**config.mk**
```make
export PLATFORM = sky130hd
export DESIGN_NAME = dense_layer
export DESIGN_NICKNAME = d
export VERILOG_FILES = /design/src/rtl/dense_layer.sv
export SDC_FILE = /design/constraint.sdc
export NUM_CORES = 2
export LEC_CHECK = 0
export CAP_MARGIN = 10
export CORE_AREA = 2 2 255 257
export CTS_CLUSTER_SIZE = 40
export DETAILED_ROUTE_END_ITERATION = 8
export DIE_AREA = 0 0 257 259
export PLACE_DENSITY = 0.83
export SLEW_MARGIN = 20
export SYNTH_ARGS = -nofsm -noshare
export SYNTH_HDL_FRONTEND = slang
export SYNTH_SLANG_ARGS = --single-unit
```
**constraint.sdc**
```tcl
create_clock -name clk -period 8.6 [get_ports clk]
set_input_delay 2.15 -clock clk [delete_from_list [all_inputs] [get_ports clk]]
set_output_delay 2.15 -clock clk [all_outputs]
set_load 0.005 [all_outputs]
```
**src/rtl/dense_layer.sv**
```systemverilog
// Fully-connected layer: y[i] = sat((sum_j x[j]*W[i][j] + (b[i] << FRAC)) >>> FRAC).
// One MAC per clock, plus one write cycle per neuron; operands are captured at start.
module dense_layer #(
    parameter int NUM_INPUTS    = 4,
    parameter int NUM_OUTPUTS   = 4,
    parameter int FP_TOTAL_BITS = 16,
    parameter int FP_FRAC_BITS  = 8
) (
    input  logic                                                      clk,
    input  logic                                                      reset,
    input  logic                                                      start,
    input  logic [NUM_INPUTS-1:0][FP_TOTAL_BITS-1:0]                  input_vector,
    input  logic [NUM_OUTPUTS-1:0][NUM_INPUTS-1:0][FP_TOTAL_BITS-1:0] weight_matrix,
    input  logic [NUM_OUTPUTS-1:0][FP_TOTAL_BITS-1:0]                 bias_vector,
    output logic [NUM_OUTPUTS-1:0][FP_TOTAL_BITS-1:0]                 layer_out,
    output logic                                                      busy,
    output logic                                                      done
);
    localparam int W     = FP_TOTAL_BITS;
    localparam int PW    = 2 * W;
    localparam int ACC_W = PW + $clog2(NUM_INPUTS) + 1;
    localparam int IW    = (NUM_OUTPUTS > 1) ? $clog2(NUM_OUTPUTS) : 1;
    localparam int JW    = (NUM_INPUTS > 1) ? $clog2(NUM_INPUTS) : 1;

    localparam logic [IW-1:0] I_LAST = IW'(NUM_OUTPUTS - 1);
    localparam logic [JW-1:0] J_LAST = JW'(NUM_INPUTS - 1);
    localparam logic signed [ACC_W-1:0] SAT_MAX = {{(ACC_W-W+1){1'b0}}, {(W-1){1'b1}}};
    localparam logic signed [ACC_W-1:0] SAT_MIN = {{(ACC_W-W+1){1'b1}}, {(W-1){1'b0}}};

    typedef enum logic [1:0] {IDLE, MAC, WRITE, DONE} state_t;

    state_t                                             r_state;
    logic [NUM_INPUTS-1:0][W-1:0]                       r_x;
    logic [NUM_OUTPUTS-1:0][NUM_INPUTS-1:0][W-1:0]      r_w;
    logic [NUM_OUTPUTS-1:0][W-1:0]                      r_b;
    logic [NUM_OUTPUTS-1:0][W-1:0]                      r_out;
    logic signed [ACC_W-1:0]                            r_acc;
    logic [IW-1:0]                                      r_i;
    logic [JW-1:0]                                      r_j;
    logic                                               r_busy;
    logic                                               r_done;

    logic signed [PW-1:0]    w_prod;
    logic signed [ACC_W-1:0] w_prod_ext;
    logic signed [ACC_W-1:0] w_bias_ext;
    logic signed [ACC_W-1:0] w_sum;
    logic signed [ACC_W-1:0] w_shift;
    logic [W-1:0]            w_sat;

    always_comb begin
        w_prod     = $signed(r_x[r_j]) * $signed(r_w[r_i][r_j]);
        w_prod_ext = {{(ACC_W-PW){w_prod[PW-1]}}, w_prod};
        w_bias_ext = {{(ACC_W-W){r_b[r_i][W-1]}}, r_b[r_i]};
        w_sum      = r_acc + (w_bias_ext <<< FP_FRAC_BITS);
        // Arithmetic shift floors toward -inf; no rounding term is added.
        w_shift    = w_sum >>> FP_FRAC_BITS;
        if (w_shift > SAT_MAX)
            w_sat = SAT_MAX[W-1:0];
        else if (w_shift < SAT_MIN)
            w_sat = SAT_MIN[W-1:0];
        else
            w_sat = w_shift[W-1:0];
    end

    always_ff @(posedge clk) begin
        if (!reset) begin
            r_state <= IDLE;
            r_x     <= '0;
            r_w     <= '0;
            r_b     <= '0;
            r_out   <= '0;
            r_acc   <= '0;
            r_i     <= '0;
            r_j     <= '0;
            r_busy  <= 1'b0;
            r_done  <= 1'b0;
        end else begin
            case (r_state)
                IDLE: begin
                    if (start) begin
                        r_x     <= input_vector;
                        r_w     <= weight_matrix;
                        r_b     <= bias_vector;
                        r_out   <= '0;
                        r_acc   <= '0;
                        r_i     <= '0;
                        r_j     <= '0;
                        r_busy  <= 1'b1;
                        r_state <= MAC;
                    end
                end
                MAC: begin
                    r_acc <= r_acc + w_prod_ext;
                    r_j   <= r_j + JW'(1);
                    if (r_j == J_LAST)
                        r_state <= WRITE;
                end
                WRITE: begin
                    r_out[r_i] <= w_sat;
                    r_acc      <= '0;
                    r_j        <= '0;
                    if (r_i != I_LAST) begin
                        r_i     <= r_i + IW'(1);
                        r_state <= MAC;
                    end else begin
                        r_done  <= 1'b1;
                        r_busy  <= 1'b0;
                        r_state <= DONE;
                    end
                end
                DONE: begin
                    r_done  <= 1'b0;
                    r_state <= IDLE;
                end
                default: r_state <= IDLE;
            endcase
        end
    end

    assign layer_out = r_out;
    assign busy      = r_busy;
    assign done      = r_done;

endmodule

```
Yosys cells after proc, flatten, opt, wreduce, memory -nomap -nowiden
Cells that the tools add are included.
{"block": "totals", "reg_bits": 491, "latch_bits": 0, "mem_bits_rw": 0, "rom_bits": 0, "input_bits": 387, "memories": 0}
{"block": "op_classes", "n_addsub": 4, "multipliers": 1, "div_mod_pow": 0, "order_cmp": 5, "n_eq_ne": 9, "shift": 0, "n_mux": 30, "bitwise_logic": 0, "reduce_logical": 12}
{"op": "$bmux W64 S2", "count": 1}
{"op": "$mux W64", "count": 2}
{"op": "$pmux W64 S2", "count": 1}
{"op": "$pmux W35 S3", "count": 1}
{"op": "$bmux W16 S2", "count": 3}
{"op": "$mux W16", "count": 6}
{"op": "$bwmux W64", "count": 1}
{"op": "$add A35 B24 Y35", "count": 1}
{"op": "$add A35 B32 Y35", "count": 1}
{"op": "$mux W35", "count": 1}
{"op": "$demux W16 S2", "count": 1}
{"op": "$mul A16 B16 Y32", "count": 1}
{"op": "$gt A27 B16 Y1 const B", "count": 1}
{"op": "$lt A27 B16 Y1 const B", "count": 1}
{"op": "$mux W2", "count": 5}
{"op": "$ne A2 B2 Y1 const B", "count": 5}
{"op": "$reduce_and A2 Y1", "count": 5}
{"op": "$pmux W2 S4", "count": 1}
{"op": "$eq A2 B2 Y1 const B", "count": 3}
{"op": "$lt A2 B3 Y1 const B", "count": 2}
{"op": "$pmux W2 S3", "count": 1}
{"op": "$reduce_and A3 Y1", "count": 2}
{"op": "$add A2 B1 Y2 const B", "count": 2}
{"op": "$pmux W1 S2", "count": 2}
{"op": "8 further kinds", "count": 11}

Depth between registers and ports, before layout
{"block": "depth", "word_depth": 8, "mapped_depth": 32}

Worst setup path before layout
OpenSTA, ideal clock, no wires.
{"block": "synth_timing", "path_type": "register -> register", "start": "register r_i[0]", "end": "register r_acc[33]", "setup_time_ns": 0.129, "arrival_time_ns": 7.902, "required_time_ns": 8.471, "slack_ns": 0.570, "stages_incl_launch_ff": 30, "n_path_buf": 4, "synth_period_minus_slack_ns": 8.030, "cell_sequence": "dfxtp_1 -> clkbuf_1 -> buf_1 -> clkbuf_1 -> mux4_2 -> mux2_2 -> o21ai_1 -> clkbuf_1 -> nor2_1 -> fa_1 -> inv_1 -> fa_1 -> fa_1 -> inv_1 -> fa_1 -> fa_1 -> inv_1 -> fa_1 -> inv_1 -> ha_1 -> a21oi_1 -> a21boi_0 -> a311oi_1 -> o21ai_0 -> o41ai_1 -> a21o_1 -> o31ai_1 -> a21oi_1 -> xor2_1 -> o21ai_0"}
{"block": "synth_via", "elab_chain_len": 7}
{"element": "start, declared", "line": "38", "rtl": "logic [IW-1:0] r_i;"}
{"element": "start signal, assigned", "line": "103", "rtl": "r_i <= r_i + IW'(1);"}
{"element": "$bmux W64 S2", "line": "51", "rtl": "w_prod = $signed(r_x[r_j]) * $signed(r_w[r_i][r_j]);"}
{"element": "$mux W64 (implied by the code)", "line": "51"}
{"element": "$bmux W16 S2", "line": "51"}
{"element": "$mux W16 (implied by the code)", "line": "51"}
{"element": "$mul A16 B16 Y32", "line": "51"}
{"element": "$add A35 B32 Y35", "line": "93", "rtl": "r_acc <= r_acc + w_prod_ext;"}
{"element": "$pmux W35 S3", "line": "78", "rtl": "case (r_state)"}
{"element": "end signal, assigned", "line": "93"}
{"element": "end, declared", "line": "37", "rtl": "logic signed [ACC_W-1:0] r_acc;"}
Every way passes these cells. The select of a mux whose other input is x is not followed.
A chain may end at the register's enable or synchronous reset.

Worst setup path after layout
Same ends and word-level chain as after synthesis.

==> summary.md <==
| Metric | Value |
|---|---|
| Status | complete, no violations |
| Synth cell types | 74 |
| Rows | 93 |
| Most used cell, CP | fa_1 |
| #FFs+latches synth | 491 |
| Clk sink count | 491 |
| TritonCTS Buffers | 50 |
| Hold_ws | 450 ps |
| Area of the multi-input gates | 0.0204 mm2 |
| Drc violations | 0 |
| Die width | 257 um |
| Mean post-synth cell area | 8.76 um2 |
| Relative slew slack | 22.5% |
| Commonest non-fill, non-tap cell in the layout | nand2_1 |
| Max cap viols | 0 |
| Deepest clock path buffer count | 3 |
| Die H | 259 um |
| Placed cell count | 4842 |
| Critical path arrival | 8580 ps |
| CTS tree | yes |
| Slowest stage delay, CP | 910 ps |
| Final Setup Violations | 0 |
| Final design utilization | 61.6% |
| CP max-delay cell | fa_1 |
| Top_reg_cell synth | dfxtp_1 |
| Dpl hpwl | 74700 um |
| Leak | 16.6 nW |
| Tot Pwr | 0.00671 W |
| Place WS | 338 ps |
| Antenna viol nets, final | 0 |
| Final slew viol count | 0 |
| Sequential standard cell area | 0.00984 mm2 |
| Initial Utilization | 50.6% |
| Largest net degree at the start of global routing | 242 |
| Root Driver | clkbuf_16 |
| Drt pass-1 iters | 6 |
| F_max | 124 MHz |
| Gpl congestion | 0.957 |
| Clk slew on worst S/H paths | 60 ps |
| H-tree depth | 2 |
| Setup CP Type | reg2reg |
| CP Launch Type | flop |
| Cells after Synth | 3693 |
| Vias in the first global route | 28500 |
| Largest area contributor in the netlist | dfxtp_1 |
| Worst slew pin tran | 1160 ps |
| Clock Latency Late Sink | 620 ps |
| # fillers | 5160 |
| Die area | 0.0666 mm2 |
| Synth area leaders | dfxtp_1 30%, fa_1 19%, nand2_1 11% |
| Period utilisation layout | 93.8% |
| Initial antenna violation count | 14 |
| Power Density | 171 mW/mm2 |
| GRT Residual Overflow | 0 |
| Syn Nets | 4526 |
| Critical Path Sink Type | flop |
| Final worst setup slack | 533 ps |
| EDFF count, synth | 0 |
| Post-synthesis async set-or-reset flop share | 0% |
| Worst-path fanout max | 31 |
| Fin. Hold Viols | 0 |
| Clock Skew | 36.5 ps |
| Sequential fraction of the synthesis area | 30.4% |
| Total GRT Usage | 29.3% |
| Worst path required time | 9110 ps |
| Vias | 28300 |
| Proportion of layout cells with a drive suffix above 1 | 6.82% |
| Min cycle time layout | 8070 ps |
| First-pass GRT wire length | 154000 um |
| Final WL | 98600 um |
| Via density | 5.71 |
| Synth Cell Area | 0.0323 mm2 |
| Share of the synthesized area in the top cell type | 30.4% |
| Min-delay worst type | reg2reg |
| Yosys warns | 0 |
| Drt initial violations | 2685 |
| Most frequent cells in the layout | 945 x nand2_1, 487 x dfxtp_1, 452 x clkdlybuf4s50_1 |
| Synth-to-layout area growth | 21.6% |
| Worst VDD drop | 0.000151 V |
| IO Port Bufs | 452 |
| Drt wl/cell | 19.9 um |
| Fin nets | 4873 |
| Core area | 0.0639 mm2 |
| Layout Cells excl Fill | 4944 |
| # IOs | 453 |
## registers in the layout, summed over array words and instances (netlist names)
signal / cells
r_b: 64
r_i: 2
busy: 1
layer_out: 64
r_w: 256
done: 1
r_state: 2
r_acc: 35
r_x: 64
r_j: 2
## timing repair
action / in CTS / in global routing
hold buffers: 0 / 0
setup endpoints to repair: 0 / 6
buffers inserted: 0 / 1
resized for setup: 0 / 2
## metal layers
metal	up-vias	track usage, %	wire [um]
li1	12800	-	-
met1	13900	36.1	37400
met2	1325	49.9	48400
met3	290	5.22	7910
met4	2	14.2	4940
met5	-	0	13
## power breakdown
| group | internal, W | total, W | switching (W) |
|---|---|---|---|
| sequential | 0.00241 | 0.00252 | 0.000111 |
| combinational | 0.000830 | 0.00198 | 0.00115 |
| clock | 0.00125 | 0.00221 | 0.000967 |
## cell families after synthesis
group / share of synthesized area, %
AO/OA/AOI/OAI: 13.3
AND/OR/NAND/NOR: 15.7
adder cells (fa/ha/maj): 24.5
buffers and inverters: 6.82
flip-flops: 30.4
XOR/XNOR: 1.57
multiplexers: 7.76
## through the flow
stage | setup TNS [ps] | cell area (um2)
after floorplan | 0 | 32300
final | 0 | 39300
after CTS | 0 | 39300
after detailed placement | 0 | 37600
after global routing | -2.90 | 39300
after global placement | 0 | 37600
## worst max-delay path: cells and delay by family, from the launching register on
family	cells	cell delay, ps
AO/OA/AOI/OAI	7	1240
adder cells (fa/ha/maj)	7	3940
multiplexers	2	360
flip-flops	1	710
XOR/XNOR	1	140
AND/OR/NAND/NOR	5	550
buffers and inverters	7	1010
## cell usage after synthesis (all sizes together) (4+ instances only)
cell / count
o21bai: 8
buf: 37
a32o: 5
fa: 311
a22oi: 21
mux2: 25
o31ai: 13
or2: 4
a21o: 20
dfxtp: 491
nor2: 207
ha: 135
nand3: 23
mux2i: 27
and2: 20
a31oi: 4
nor2b: 11
a221o: 49
a21boi: 4
a211o: 4
nand2b: 14
o21ai: 74
nor3: 17
xnor2: 44
and3: 10
a21oi: 442
nand4: 5
clkbuf: 172
a211oi: 8
mux4: 87
xor2: 13
inv: 369
a22o: 5
nand2: 946
o21a: 25
## layout make-up
cell class | instances | area share [%]
clock buffer | 74 | 3.69
timing repair buffer | 504 | 12.7
inverter | 369 | 3.54
clock inverter | 14 | 0.525
multi-input combinational | 2624 | 51.7
tap | 855 | 2.72
antenna | 13 | 0.0827
sequential | 491 | 25.0
## final timing paths
| check | startpoint | end | depth (start not counted) | slack (ps) |
|---|---|---|---|---|
| max | r_i[0]$_SDFFE_PN0P_ | r_acc[33]$_SDFFE_PN0P_ | 29 | 530 |
| min reg2reg | r_b[33]$_SDFFE_PN0P_ | r_b[33]$_SDFFE_PN0P_ | 2 | 450 |
| max reg2reg | r_i[0]$_SDFFE_PN0P_ | r_acc[33]$_SDFFE_PN0P_ | 29 | 530 |
| min | r_b[33]$_SDFFE_PN0P_ | r_b[33]$_SDFFE_PN0P_ | 2 | 450 |
No activity file was read; power rests on OpenSTA's default activity.
